`src/rtl/calc_pkg.sv`:
```
// Shared types and constants for the switch-driven calculator sequencer.
package calc_pkg;

    typedef enum logic [2:0] {IDLE, ISSUE, CONVERT, SHOW, SHOW_ERR, HOLD} state_e;
    typedef enum logic [1:0] {HUND, TENS, ONES} dpos_e;

    localparam logic [2:0] OP_CLR      = 3'b111;
    localparam logic [3:0] DIG_E       = 4'hE;
    localparam int         DEF_DWELL   = 1000;
    localparam int         DEF_GAP     = 100;
    localparam int         DEF_TIMEOUT = 15;

    function automatic int max2(int a, int b);
        return (a > b) ? a : b;
    endfunction

    // Select one BCD digit by display position.
    function automatic logic [3:0] bcd_pick(dpos_e p, logic [3:0] h, logic [3:0] t, logic [3:0] o);
        case (p)
            HUND:    return h;
            TENS:    return t;
            default: return o;
        endcase
    endfunction

endpackage

```
`src/rtl/calc_bin2bcd.sv`:
```
// Iterative double-dabble: 8-bit binary to three BCD digits, one bit per cycle.
module calc_bin2bcd (
    input  logic       clk,
    input  logic       rst_n,
    input  logic       start,
    input  logic [7:0] bin,
    output logic       done,
    output logic [3:0] hund,
    output logic [3:0] tens,
    output logic [3:0] ones
);

    logic [7:0]  sh;
    logic [11:0] bcd;
    logic [2:0]  cnt;
    logic        run;

    // One shift-add-3 iteration on the {bcd, shift} register pair.
    function automatic logic [19:0] dd_step(logic [11:0] b, logic [7:0] s);
        logic [11:0] a;
        a = b;
        for (int n = 0; n < 3; n++)
            if (a[n*4 +: 4] >= 4'd5) a[n*4 +: 4] = a[n*4 +: 4] + 4'd3;
        return {a[10:0], s, 1'b0};
    endfunction

    // First iteration happens on the start edge, seven more follow; done pulses after the eighth.
    always_ff @(posedge clk) begin
        if (!rst_n) begin
            sh   <= '0;
            bcd  <= '0;
            cnt  <= '0;
            run  <= 1'b0;
            done <= 1'b0;
        end else begin
            done <= 1'b0;
            if (start && !run) begin
                {bcd, sh} <= dd_step(12'd0, bin);
                cnt       <= 3'd7;
                run       <= 1'b1;
            end else if (run) begin
                {bcd, sh} <= dd_step(bcd, sh);
                cnt       <= cnt - 1'b1;
                if (cnt == 3'd1) begin
                    run  <= 1'b0;
                    done <= 1'b1;
                end
            end
        end
    end

    assign hund = bcd[11:8];
    assign tens = bcd[7:4];
    assign ones = bcd[3:0];

endmodule

```
`src/rtl/calc_seq_ctrl.sv`:
```
// Calculator sequencer: "=" edge detect, ALU req/ack transaction, BCD digit scheduling.
module calc_seq_ctrl
    import calc_pkg::*;
#(
    parameter int DWELL_CYCLES = DEF_DWELL,
    parameter int GAP_CYCLES   = DEF_GAP,
    parameter int ALU_TIMEOUT  = DEF_TIMEOUT
) (
    input  logic       clk,
    input  logic       rst_n,
    input  logic       eq_in,
    input  logic [2:0] op_in,
    input  logic [3:0] val_in,
    output logic       alu_req,
    output logic [2:0] alu_op,
    output logic [7:0] alu_a,
    output logic [7:0] alu_b,
    input  logic       alu_ack,
    input  logic [7:0] alu_result,
    input  logic       alu_err,
    output logic [3:0] digit_out,
    output logic       dp_out,
    output logic       blank_out,
    output logic       busy,
    output logic       err
);

    localparam int             CW       = $clog2(max2(DWELL_CYCLES, GAP_CYCLES) + 1);
    localparam int             TW       = $clog2(ALU_TIMEOUT + 1);
    localparam logic [CW-1:0]  DWELL_LD = CW'(DWELL_CYCLES - 1);
    localparam logic [CW-1:0]  GAP_LD   = CW'(GAP_CYCLES - 1);
    localparam logic [TW-1:0]  TO_LAST  = TW'(ALU_TIMEOUT - 1);

    state_e        state;
    dpos_e         pos, first_pos, next_pos;
    logic          eq_q, in_gap, conv_start, conv_done, accept;
    logic [7:0]    acc;
    logic [2:0]    op_r;
    logic [3:0]    val_r, b_h, b_t, b_o;
    logic [CW-1:0] cnt;
    logic [TW-1:0] tcnt;

    calc_bin2bcd u_bcd (
        .clk   (clk),
        .rst_n (rst_n),
        .start (conv_start),
        .bin   (acc),
        .done  (conv_done),
        .hund  (b_h),
        .tens  (b_t),
        .ones  (b_o)
    );

    assign accept   = eq_in && !eq_q && (state == IDLE || state == HOLD);
    assign busy     = !(state == IDLE || state == HOLD);
    assign alu_op   = op_r;
    assign alu_a    = acc;
    assign alu_b    = {4'b0, val_r};
    assign next_pos = (pos == HUND) ? TENS : ONES;

    // Leading-zero suppression picks where the digit sequence starts.
    always_comb begin
        first_pos = ONES;
        if (b_h != 4'd0)      first_pos = HUND;
        else if (b_t != 4'd0) first_pos = TENS;
    end

    // Main sequencer; the single cnt times every dwell and gap.
    always_ff @(posedge clk) begin
        if (!rst_n) begin
            state      <= IDLE;
            pos        <= HUND;
            eq_q       <= 1'b0;
            in_gap     <= 1'b0;
            conv_start <= 1'b0;
            acc        <= '0;
            op_r       <= '0;
            val_r      <= '0;
            cnt        <= '0;
            tcnt       <= '0;
            alu_req    <= 1'b0;
            err        <= 1'b0;
            digit_out  <= '0;
            dp_out     <= 1'b0;
            blank_out  <= 1'b1;
        end else begin
            eq_q       <= eq_in;
            conv_start <= 1'b0;
            case (state)
                IDLE, HOLD: begin
                    if (accept) begin
                        err       <= 1'b0;
                        op_r      <= op_in;
                        val_r     <= val_in;
                        blank_out <= 1'b1;
                        dp_out    <= 1'b0;
                        if (op_in != OP_CLR) begin
                            state   <= ISSUE;
                            alu_req <= 1'b1;
                            tcnt    <= '0;
                        end else begin
                            acc        <= '0;
                            state      <= CONVERT;
                            conv_start <= 1'b1;
                        end
                    end
                end
                ISSUE: begin
                    if (alu_ack && !alu_err) begin
                        alu_req    <= 1'b0;
                        acc        <= alu_result;
                        state      <= CONVERT;
                        conv_start <= 1'b1;
                    end else if (alu_ack || tcnt == TO_LAST) begin
                        alu_req   <= 1'b0;
                        err       <= 1'b1;
                        state     <= SHOW_ERR;
                        digit_out <= DIG_E;
                        dp_out    <= 1'b0;
                        blank_out <= 1'b0;
                        cnt       <= DWELL_LD;
                    end else begin
                        tcnt <= tcnt + 1'b1;
                    end
                end
                CONVERT: begin
                    if (conv_done) begin
                        state     <= SHOW;
                        pos       <= first_pos;
                        in_gap    <= 1'b0;
                        digit_out <= bcd_pick(first_pos, b_h, b_t, b_o);
                        dp_out    <= (first_pos == ONES);
                        blank_out <= 1'b0;
                        cnt       <= DWELL_LD;
                    end
                end
                SHOW: begin
                    if (cnt != '0) begin
                        cnt <= cnt - 1'b1;
                    end else if (in_gap) begin
                        in_gap    <= 1'b0;
                        pos       <= next_pos;
                        digit_out <= bcd_pick(next_pos, b_h, b_t, b_o);
                        dp_out    <= (next_pos == ONES);
                        blank_out <= 1'b0;
                        cnt       <= DWELL_LD;
                    end else if (pos == ONES) begin
                        state <= HOLD;
                    end else begin
                        in_gap    <= 1'b1;
                        blank_out <= 1'b1;
                        dp_out    <= 1'b0;
                        cnt       <= GAP_LD;
                    end
                end
                SHOW_ERR: begin
                    if (cnt != '0) cnt <= cnt - 1'b1;
                    else           state <= HOLD;
                end
                default: state <= IDLE;
            endcase
        end
    end

endmodule

```
`config.mk`:
```
export PLATFORM = sky130hd
export DESIGN_NAME = calc_seq_ctrl
export DESIGN_NICKNAME = d
export VERILOG_FILES = /design/src/rtl/calc_pkg.sv /design/src/rtl/calc_bin2bcd.sv /design/src/rtl/calc_seq_ctrl.sv
export SDC_FILE = /design/constraint.sdc
export NUM_CORES = 1
export LEC_CHECK = 0
export BUFFER_PORTS_ARGS = -buffer_cell sky130_fd_sc_hd__buf_2
export CORE_MARGIN = 2
export CORE_UTILIZATION = 63
export CTS_CLUSTER_SIZE = 8
export DETAILED_ROUTE_END_ITERATION = 6
export GPL_TIMING_DRIVEN = 0
export PLACE_DENSITY = 0.87
export SLEW_MARGIN = 20
export SYNTH_ARGS = -nofsm -noshare
export SYNTH_HDL_FRONTEND = slang
export SYNTH_SLANG_ARGS = --single-unit
```
`constraint.sdc`:
```
create_clock -name clk -period 3.7 [get_ports clk]
set_clock_uncertainty 0.15 [all_clocks]
set_input_delay 0.74 -clock clk [delete_from_list [all_inputs] [get_ports clk]]
set_output_delay 0.74 -clock clk [all_outputs]
set_load 0.02 [all_outputs]
```
==> run_results.csv <==
group,metric,value,unit
outcome,status,"complete, no violations",
detailed_routing,num_vias,3690,
clock_tree,h-tree-depth,3,
detailed_routing,via_per_inst,6.202,
detailed_routing,ant_nets,0,
setup_path,worstPathRequired,3.83,ns
synthesis,syn_area,3902,µm²
timing,report.final.hold_viol_count,0,
timing,maxSlewViolCount,0,
detailed_routing,post-route-drc-count,0,
grt,grt-ovfl-total,0,
setup_path,worstPathMaxFanout,9,
place,port_buffers,42,
setup_path,endpoint_kind,"register",
detailed_routing,drt_iter0_drc,292,
synthesis,ys_ff_latch,69,
grt,grt_max_degree,13,
clock_tree,clk_path_buf_depth,2,
floorplan,fp.dieW,82.71,µm
synthesis,ys_types,76,
timing,setup_tns,0,ns
clock_tree,ctsHoldBuffers,0,
power,p_clk_frac,0.251,
setup_path,cp.arrival,2.80,ns
synthesis,syn_inst,459,
power,ir_drop,0.5331,mV
timing,finalSetupViolCount,0,
clock_tree,cts_resized,0,
place,dp_hpwl,7.055,mm
timing,grt_setup_unrepaired,"no",
final_layout,final_common_cell,"dfxtp_1",
final_layout,multi_input_area,2230,µm²
final_layout,drive_gt1_frac,0.1923,
detailed_routing,dr.pass1.iters,5,
grt,grt_pass1_vias,3329,
power,combinationalPowerShare,0.435,
final_layout,nNetsFinal,547,
synthesis,ys.flop_type,"dfxtp_1",
synthesis,seq_area_frac_synth,0.3540,
floorplan,die_h,82.71,µm
final_layout,fillers,452,
final_layout,antennaDiodeCount,0,
flow_run,drv_cap,0,
clock_tree,cts_buffers,9,
clock_tree,clk_pin_slew,0.08,ns
floorplan,die_area,6840,µm²
synthesis,avgSynthCellArea,8.502,µm²
final_layout,layout_common_cells,"dfxtp_1 (69), nor2_1 (45), buf_2 (44), a21oi_1 (43), inv_1 (25)",
place,gp_congestion,0.8979,
final_layout,synthToLayoutAreaGrowth,14.46,%
grt,grt_util_all_layers,0.2965,
power,p_sw,0.001213,W
grt,antenna_found_initial,0,
timing,min_period,2.668,ns
setup_path,startpoint_type,"register",
timing,fin_ws,1.032,ns
clock_tree,cts_setup_buffers,0,
final_layout,finish.utilization,0.7500,
floorplan,core,5956,µm²
synthesis,ys_warn_count,0,
final_layout,ff_latch_area,1381,µm²
setup_path,crit_type,"register to register",
timing,max_clock_freq,0.3748,GHz
detailed_routing,wire_per_inst,16.55,µm
floorplan,ioPinCount,48,
place,pre_cts_slack,0.9665,ns
setup_path,reg2reg_slack,1.03,ns
synthesis,synth_edf_count,0,
detailed_routing,routed_wl,9.849,mm
timing,period_share,0.7212,
timing,worst_pin_slew,0.8959,ns
power,p_per_area,687.9,nW/µm²
clock_tree,cts_tree,"done",
clock_tree,cts_num_sinks,69,
floorplan,rows,28,
power,power_frac_seq,0.314,
clock_tree,cts-root-buf,"clkbuf_8",
grt,grt_pass1_wl,15.44,mm
hold_path,hold_path_class,"register to register",
power,p_leak,1.791,nW
clock_tree,clk_latency,0.35,ns
power,p_int,0.001860,W
timing,slew_headroom,0.4028,
synthesis,async_reset_ff_frac,0,
power,swShare,0.3946,
floorplan,initial_utilization,0.6553,
sequential cells by signal, summed over array words and instances (netlist names), 2 cells and up:
signal     flops
u_bcd.bcd     12
cnt           10
alu_a          8
u_bcd.sh       7
digit_out      4
tcnt           4
val_r          4
alu_op         3
state          3
u_bcd.cnt      3
pos            2
through the flow:
stage / area [µm²] / hold WS (ns) / power, W / std cells
final: 4467 / 0.3137 / 0.003073 / 595
after global routing: 4467 / 0.3348 / 0.003236 / 595
after CTS: 4467 / 0.3144 / 0.003051 / 595
after detailed placement: 4218 / 0.3046 / 0.002281 / 579
after global placement: 4218 / 0.2944 / 0.002238 / 579
after floorplan: 3914 / 0.3068 / 0.001976 / 462
Yosys cell counts, types with 2 or more instances:
master,instances,area share
buf_2,2,0.0026
mux2i_1,23,0.059
and3_1,2,0.0032
o31ai_1,5,0.0096
inv_1,25,0.024
ha_1,12,0.038
nor4b_1,2,0.0045
a311oi_1,3,0.0067
nand2b_1,18,0.029
a21oi_2,2,0.0045
buf_6,7,0.020
nand2_1,21,0.020
nor3b_1,5,0.0096
a31o_2,4,0.0090
o21ai_1,2,0.0026
dfxtp_1,69,0.35
nor3_1,11,0.014
o211ai_1,4,0.0077
nor2_1,45,0.043
or3b_2,5,0.011
nor4_1,5,0.0080
clkbuf_1,15,0.014
o21ai_0,20,0.026
xnor2_1,7,0.016
a31oi_1,5,0.0080
or2_2,2,0.0032
a211oi_1,9,0.017
o32ai_1,5,0.011
nand3_1,15,0.019
a21oi_1,43,0.055
a21o_1,2,0.0038
nor2b_1,5,0.0080
nand4_1,3,0.0048
or3_1,4,0.0064
or4bb_1,2,0.0058
or4_1,2,0.0038
o21a_1,4,0.0077
buf_4,6,0.012
routing by layer:
metal | vias up | track usage | routed length [µm]
met5 | - | 0 | 0
met4 | 0 | 0.1443 | 239
met3 | 25 | 0.04239 | 575
met2 | 148 | 0.5032 | 4980
met1 | 1755 | 0.3679 | 4053
li1 | 1762 | - | -
area by class of cell:
cell class / instances / share of cell area
Clock buffer: 11 / 0.03165
Buffer: 32 / 0.04594
Multi-Input combinational cell: 335 / 0.4992
Inverter: 26 / 0.02185
Sequential cell: 69 / 0.3092
Timing Repair Buffer: 42 / 0.04706
Tap cell: 75 / 0.02101
Clock inverter: 5 / 0.02409
power groups by stage:
stage                     Clock [W]  Sequential (W)  Combinational (W)
after floorplan                   0         0.00101           0.000964
after global placement            0        0.000969            0.00127
after detailed placement          0        0.000976            0.00130
after CTS                  0.000773        0.000961            0.00132
after global routing       0.000800        0.000980            0.00146
final                      0.000771        0.000964            0.00134
logic make-up after synthesis:
logic type	share of synthesized area
adder cells (fa/ha/maj)	0.04136
AND/OR/NAND/NOR	0.2260
buffers and inverters	0.07759
XOR/XNOR	0.01796
other	0.0009609
multiplexers	0.06188
flip-flops	0.3540
AO/OA/AOI/OAI	0.2203
critical path, cell delays in order, from the launching register on:
cell	delay, ns
dfxtp_1	0.35
inv_1	0.07
ha_1	0.20
nor4b_1	0.52
nand4_1	0.18
a311o_1	0.53
or4_1	0.47
a21oi_1	0.13
path summary, 6_finish.rpt:
check / startpoint / endpoint / cells past startpoint
worst min-delay path: digit_out[1]$_SDFFE_PN0P_ / digit_out[1]$_SDFFE_PN0P_ / 2
worst max register to register: cnt[0]$_SDFFE_PN0P_ / digit_out[1]$_SDFFE_PN0P_ / 7
worst min register to register: digit_out[1]$_SDFFE_PN0P_ / digit_out[1]$_SDFFE_PN0P_ / 2
worst max-delay path: cnt[0]$_SDFFE_PN0P_ / digit_out[1]$_SDFFE_PN0P_ / 7
No activity file was read; power rests on OpenSTA's default activity.
